==> config.mk <==
export PLATFORM = sky130hd
export DESIGN_NAME = nfc_tcnt_seq
export DESIGN_NICKNAME = d
export VERILOG_FILES = /design/src/rtl/nfc_tcnt_seq.sv
export SDC_FILE = /design/constraint.sdc
export NUM_CORES = 1
export LEC_CHECK = 0
export CORE_MARGIN = 5
export CORE_UTILIZATION = 50
export CTS_BUF_LIST = sky130_fd_sc_hd__clkbuf_4
export CTS_CLUSTER_DIAMETER = 150
export DETAILED_ROUTE_END_ITERATION = 10
export PLACE_DENSITY = 0.81
export SKIP_LAST_GASP = 1
export SYNTH_ARGS = -nofsm -noshare
export SYNTH_HDL_FRONTEND = slang
export SYNTH_SLANG_ARGS = --single-unit
export TNS_END_PERCENT = 1
==> constraint.sdc <==
create_clock -name clk -period 3 [get_ports clk]
set_input_delay 0.45 -clock clk [delete_from_list [all_inputs] [get_ports clk]]
set_output_delay 0.45 -clock clk [all_outputs]
set_load 0.02 [all_outputs]
==> src/rtl/nfc_tcnt_seq.sv <==
// rtl/nfc_tcnt_seq.sv - phase sequencer for the 3-bit NFC timing counter
// Walks 1..4 programmed phases, each a terminal count repeated rep+1 times.
module nfc_tcnt_seq #(
    parameter int CW    = 3,
    parameter int REP_W = 4
) (
    input  logic               clk,
    input  logic               rst,
    input  logic               start,
    input  logic               abort,
    input  logic [1:0]         cfg_nph,
    input  logic [4*CW-1:0]    cfg_tc,
    input  logic [4*REP_W-1:0] cfg_rep,
    input  logic [CW-1:0]      t_cnt,
    output logic               t_en,
    output logic [CW-1:0]      tconf_c,
    output logic               busy,
    output logic               done,
    output logic [1:0]         phase,
    output logic               tick,
    output logic               err
);

    typedef enum logic [2:0] {
        S_IDLE,
        S_LOAD,
        S_RUN,
        S_GAP,
        S_DONE
    } state_t;

    state_t             state_q, state_d;
    logic [1:0]         phase_q, phase_d;
    logic [REP_W-1:0]   rep_cnt_q, rep_cnt_d;
    logic [CW-1:0]      tconf_q, tconf_d;
    logic               err_q, err_d;
    logic [1:0]         nph_q, nph_d;
    logic [4*CW-1:0]    tc_q, tc_d;
    logic [4*REP_W-1:0] rep_q, rep_d;

    logic [REP_W-1:0]   rep_sel;
    logic [CW-1:0]      tc_nx;
    logic               wrap;

    // Repeat limit of the active phase and terminal count of the phase after it.
    always_comb begin
        rep_sel = rep_q[0 +: REP_W];
        tc_nx   = tc_q[CW +: CW];
        case (phase_q)
            2'd0: begin
                rep_sel = rep_q[0 +: REP_W];
                tc_nx   = tc_q[CW +: CW];
            end
            2'd1: begin
                rep_sel = rep_q[REP_W +: REP_W];
                tc_nx   = tc_q[2*CW +: CW];
            end
            2'd2: begin
                rep_sel = rep_q[2*REP_W +: REP_W];
                tc_nx   = tc_q[3*CW +: CW];
            end
            default: begin
                rep_sel = rep_q[3*REP_W +: REP_W];
                tc_nx   = tc_q[3*CW +: CW];
            end
        endcase
    end

    assign wrap = (state_q == S_RUN) && (t_cnt == tconf_q);

    always_comb begin
        state_d   = state_q;
        phase_d   = phase_q;
        rep_cnt_d = rep_cnt_q;
        tconf_d   = tconf_q;
        err_d     = err_q;
        nph_d     = nph_q;
        tc_d      = tc_q;
        rep_d     = rep_q;

        if (abort) begin
            state_d = S_IDLE;
        end else begin
            case (state_q)
                S_IDLE: begin
                    if (start) begin
                        state_d   = S_LOAD;
                        err_d     = 1'b0;
                        phase_d   = 2'd0;
                        rep_cnt_d = '0;
                        nph_d     = cfg_nph;
                        tc_d      = cfg_tc;
                        rep_d     = cfg_rep;
                        tconf_d   = cfg_tc[CW-1:0];
                    end
                end
                S_LOAD: state_d = S_RUN;
                S_RUN: begin
                    // An overrun value is flagged and never treated as a wrap.
                    if (t_cnt > tconf_q) begin
                        err_d = 1'b1;
                    end
                    if (wrap) begin
                        if (rep_cnt_q != rep_sel) begin
                            rep_cnt_d = rep_cnt_q + REP_W'(1);
                        end else if (phase_q == nph_q) begin
                            state_d = S_DONE;
                        end else begin
                            state_d   = S_GAP;
                            phase_d   = phase_q + 2'd1;
                            rep_cnt_d = '0;
                            tconf_d   = tc_nx;
                        end
                    end
                end
                S_GAP:   state_d = S_RUN;
                S_DONE:  state_d = S_IDLE;
                default: state_d = S_IDLE;
            endcase
        end
    end

    always_ff @(posedge clk or posedge rst) begin
        if (rst) begin
            state_q   <= S_IDLE;
            phase_q   <= 2'd0;
            rep_cnt_q <= '0;
            tconf_q   <= '0;
            err_q     <= 1'b0;
            nph_q     <= 2'd0;
            tc_q      <= '0;
            rep_q     <= '0;
        end else begin
            state_q   <= state_d;
            phase_q   <= phase_d;
            rep_cnt_q <= rep_cnt_d;
            tconf_q   <= tconf_d;
            err_q     <= err_d;
            nph_q     <= nph_d;
            tc_q      <= tc_d;
            rep_q     <= rep_d;
        end
    end

    assign t_en    = (state_q == S_RUN);
    assign busy    = (state_q == S_LOAD) || (state_q == S_RUN) || (state_q == S_GAP);
    assign done    = (state_q == S_DONE);
    assign tick    = wrap;
    assign tconf_c = tconf_q;
    assign phase   = phase_q;
    assign err     = err_q;

endmodule

* Word-level counts from Yosys, hierarchy flattened
Index checks and enable logic that the tools add are counted.
Widths: inputs -> output; s select.
** Operators by class
- Bitwise operators :: 1
- Mux-type cells :: 26
- Reduce and logical (&&, ||, !) cells :: 12
- Equal/unequal tests :: 18
- $add $sub $neg :: 2
- Order comparisons :: 1
** Operators by type and width (number)
- $mux 3 :: 9
- $mux 4 :: 4
- $pmux 3 s2 :: 2
- $pmux 4 s3 :: 1
- $ne 3x3->1 const B :: 3
- $pmux 3 s3 :: 1
- $mux 2 :: 4
- $pmux 4 s2 :: 1
- $eq 3x2->1 const B :: 2
- $ne 2x2->1 const B :: 3
- $reduce_and 3->1 :: 2
- $reduce_and 6->1 :: 1
- $reduce_and 5->1 :: 1
- $add 4x1->4 const B :: 1
- $ne 2x1->1 const B :: 2
- $ne 4x4->1 :: 1
- $pmux 2 s2 :: 1
- $reduce_and 4->1 :: 1
- $eq 3x1->1 const B :: 1
- $eq 3x3->1 :: 1
- $eq 3x3->1 const B :: 1
- $gt 3x3->1 :: 1
- $logic_not 3->1 :: 1
- $ne 3x2->1 const B :: 1
- other kinds (12) :: 14
** Word-level totals
- Logic and storage cells :: 68
- Bits of input ports :: 37
- Output and inout bits :: 10
- Register bits :: 43

* Depth between registers and ports, before layout
Gate-level depths: netlist of the first run.
- Depth after elaboration :: 7
- Mapped depth :: 10
- Depth with buffers taken out :: 8

* Worst setup path after synthesis of the first run
No wires, ideal clock.
- Path type :: register -> register
- From :: reg phase_q[1] (netlist: phase[1])
- To :: reg rep_cnt_q[1]
- Period minus slack after synthesis :: 2.422 ns
- Arrival :: 2.340 ns
- Data required time :: 2.918 ns
- Path buffers :: 2
- Setup slack :: 0.578 ns
- Cell stages (with the launch flop) :: 11
- Library setup time :: 0.082 ns
- Cells stage by stage :: dfrtp_1 inv_1 ha_1 buf_2 a222oi_1 mux2i_1 xnor2_1 and4_1 buf_4 or3_1 o22ai_1
** On the way
- Longest elaborated chain between the ends :: 6
- Elaborated cells between the ends (all ways) :: 11
- Those cells by class :: 5 x eq/ne; 4 x mux; 2 x reduce/logical
** Ends and longest elaborated chain
- start, declared :: line 33 : logic [1:0] phase_q, phase_d;
- start signal, assigned :: line 135 : phase_q <= phase_d;
- $eq 2x2->1 (tied with other cells) :: line 49 : case (phase_q)
- $pmux 4 s3 :: line 49
- $ne 4x4->1 :: line 104 : if (rep_cnt_q != rep_sel) begin
- $mux 4 :: line 104
- $mux 4 :: line 103 : if (wrap) begin
- $pmux 4 s2 :: line 84 : case (state_q)
- end signal, assigned :: line 136 : rep_cnt_q <= rep_cnt_d;
- end, declared :: line 34 : logic [REP_W-1:0] rep_cnt_q, rep_cnt_d;
Parallel ways exist; a longest one is shown, timed or not. The select of a mux whose other input is x is not followed.
A chain may end at the register's enable or synchronous reset.

* Final worst setup path of the first run
- From :: reg phase_q[1] (netlist: phase[1])
- To :: reg state_q[2]
** On the way
- Longest elaborated chain between the ends :: 6
- Elaborated cells between the ends (all ways) :: 13
- Those cells by class :: 5 x eq/ne; 6 x mux; 2 x reduce/logical
** Ends and longest elaborated chain
- parallel branches: the longest is 6 deep, another holds $pmux 4 s3
- end signal, assigned :: line 134 : state_q <= state_d;
- end, declared :: line 32 : state_t state_q, state_d;
Several ways; the timed one is not identified. The select of a mux whose other input is x is not followed.

==> impl_metrics.ini, run 1 <==
[logic_synthesis]
synth_cell_types = 38
synth-seq-cells = 40
ys.flop_type = dfrtp_1
ys_warn_count = 0
synth_edf_count = 0
synth-async-reset-ratio = 1.00
synth_cells = 193
synth_area_mm2 = 0.00211
avgSynthCellArea_um2 = 10.9
synth-seq-area-share = 0.475
syn_nets = 238

[floorplanning]
die_x_um = 74.9
dieArea_mm2 = 0.00561
die_h_um = 74.9
io_pins = 47
core_area_mm2 = 0.00403
rows = 23
start_util = 0.523

[setup_path]
worstReg2RegStart = phase[1]
crit_type = reg -> reg
arrival_ns = 2.93
critPathMaxFanout = 11
cp-start-kind = register
startpoint = phase[1]
r2r_cells = 8
path_cells = inv_1, ha_1, a222oi_1, mux2i_1, xnor2_1, and4_1, nand2_2, nor4_1
rr_endpoint = state_q[2]
reg2reg_slack_ns = 0.32
cpPeakStageDelay_ns = 0.50
cp_slowest_cell = dfrtp_1
cp-end-kind = register
required_ns = 3.26

[placement]
port_buffers = 46
dpl.hpwl_mm = 3.32
post-place-cells = 282
gp_congestion = 0.799

[global_routing]
grt_usage = 0.176
grt_overflow = 0
grt_pass1_wl_mm = 7.50
grt_pass1_vias = 1614
grt_max_degree = 41
antenna_found_initial = 0

[timing]
worst_pin_slew_ns = 0.620
finalCritPeriodShare = 0.893
setup_viol = 0
fmax_mhz = 373
rsz0062_at_grt = false
setup_tns_ns = 0
period_needed_ns = 2.68
timing_hold_violations_final = 0
slew_violations = 0
finClkSkew_ns = 0.0168
slew_headroom = 0.587

[detailed_routing]
wire_per_inst_um = 15.4
drc = 0
dr.first_iter.drc_count = 144
vias = 1660
first_pass_iters = 4
routed_via_density = 5.72
routed_wl_mm = 4.45
antenna_left = 0

[pwr]
internal_power_mw = 1.27
pwr-share-clk = 0.186
power_frac_comb = 0.374
leakagePower_nw = 1.11
vdd_ir_drop_max_v = 0.000427
pwr_density_cell_mw_per_mm2 = 720
p_switching_mw = 0.662
swShare = 0.342
sequentialPowerShare = 0.440

[status]
status = complete, no violations

[layout]
final_cell_mix = 46 x clkdlybuf4s50_1, 40 x dfrtp_1, 27 x mux2_2
layout_commonest_cell = clkdlybuf4s50_1
drive_above_1_share = 0.167
synthToLayoutAreaGrowth_pct = 27.5
final_cells = 290
diodes = 0
fin_nets = 284

[clock_network]
holdBufCountCts = 0
cts_sinks = 40
path_clk_slew_ns = 0.13
htreeDepth = 2
cts_root_buf = clkbuf_4
postCtsSetupRepairBufs = 0
cts_tree = yes
cts_max_path_buffers = 2
clock_latency_ns = 0.36
cts_made_buffers = 5
post_cts_resized = 0

[worst_hold_path]
min_to = err
hold_class = reg -> reg
worstHoldStart = err
whs_path_depth = 2

[job]
drv_cap = 0
-- final cells by class --
class                   count  area [um^2]
flip-flops and latches     40         1000
repair buffers             50          490
inverters                  14         52.6
fillers                   334         1340
well taps                  50         62.6
clock buffers               5         37.5
multi-input cells         128         1000
clock inverters             3         42.5
-- kinds of logic after synthesis --
kind of cell	Yosys count	share of synthesized area
compound gates	30	0.103
xor+xnor	6	0.0249
fa+ha+maj	8	0.0475
buf+inv	25	0.0505
flops	40	0.475
mux	34	0.178
simple gates	50	0.122
-- power groups by stage --
stage / Sequential, mW / Clock [mW] / Combinational (mW)
finish: 0.850 / 0.361 / 0.724
global route: 0.874 / 0.390 / 0.800
CTS: 0.850 / 0.366 / 0.729
detailed placement: 0.861 / 0 / 0.726
global placement: 0.851 / 0 / 0.707
floorplan: 0.856 / 0 / 0.481
-- metrics by stage --
stage | util | setup WS, ns | power (mW) | hold slack, ns | instance area (um^2)
floorplan | - | 0.578 | 1.34 | 0.479 | 2110
global placement | 0.647 | 0.371 | 1.56 | 0.469 | 2610
detailed placement | 0.647 | 0.345 | 1.59 | 0.481 | 2610
CTS | 0.667 | 0.328 | 1.95 | 0.516 | 2690
global route | 0.667 | 0.0937 | 2.06 | 0.535 | 2690
finish | 0.667 | 0.321 | 1.93 | 0.504 | 2690
-- critical path, delay by kind of cell (launching register included) --
family | cells | cell delay, ns
AO/OA/AOI/OAI | 1 | 0.42
XOR/XNOR | 1 | 0.20
AND/OR/NAND/NOR | 3 | 0.88
flip-flops | 1 | 0.50
multiplexers | 1 | 0.15
buffers and inverters | 1 | 0.10
adder cells (fa/ha/maj) | 1 | 0.31
-- registers in the layout (all words and copies together) (netlist names) --
register	cells
err	1
rep_cnt_q	4
phase	2
tconf_c	3
state_q	3
nph_q	2
tc_q	9
rep_q	16
-- synth_stat cells (3+ instances only) --
master | number | share of area
dfrtp_1 | 40 | 0.48
mux2_2 | 27 | 0.14
inv_1 | 14 | 0.025
nor2_1 | 10 | 0.018
nand3_1 | 9 | 0.021
ha_1 | 8 | 0.048
mux2i_1 | 7 | 0.033
nand2_1 | 7 | 0.012
nor3_1 | 6 | 0.014
xnor2_1 | 6 | 0.025
a21oi_1 | 5 | 0.012
a222oi_1 | 4 | 0.019
buf_2 | 4 | 0.0095
or3_1 | 4 | 0.012
a211oi_1 | 3 | 0.011
a31oi_1 | 3 | 0.0089
buf_1 | 3 | 0.0053
nand4_1 | 3 | 0.0089
o21ai_0 | 3 | 0.0071
-- worst max path at each step --
stage,end,slack [ns],depth (start not counted)
after global placement,tick,0.37,6
final,state_q[2],0.32,8
after detailed placement,tick,0.35,6
after floorplan,rep_cnt_q[1],0.58,10
after CTS,tick,0.33,6
after global routing,state_q[2],0.09,8
-- layer usage --
layer,routed length (um),GRT usage,vias to the layer above
li1,-,-,796
met1,1950,0.233,811
met2,2130,0.279,46
met3,296,0.0387,7
met4,81,0.0771,0
met5,0,0,-
(Power assumes the default switching activity.)
==> run 2, diff against run 1 <==
SLEW_MARGIN = 20   (was default)
==> results of run 2 <==
No change in the layout: final DEF, timing and power equal those of run 1.
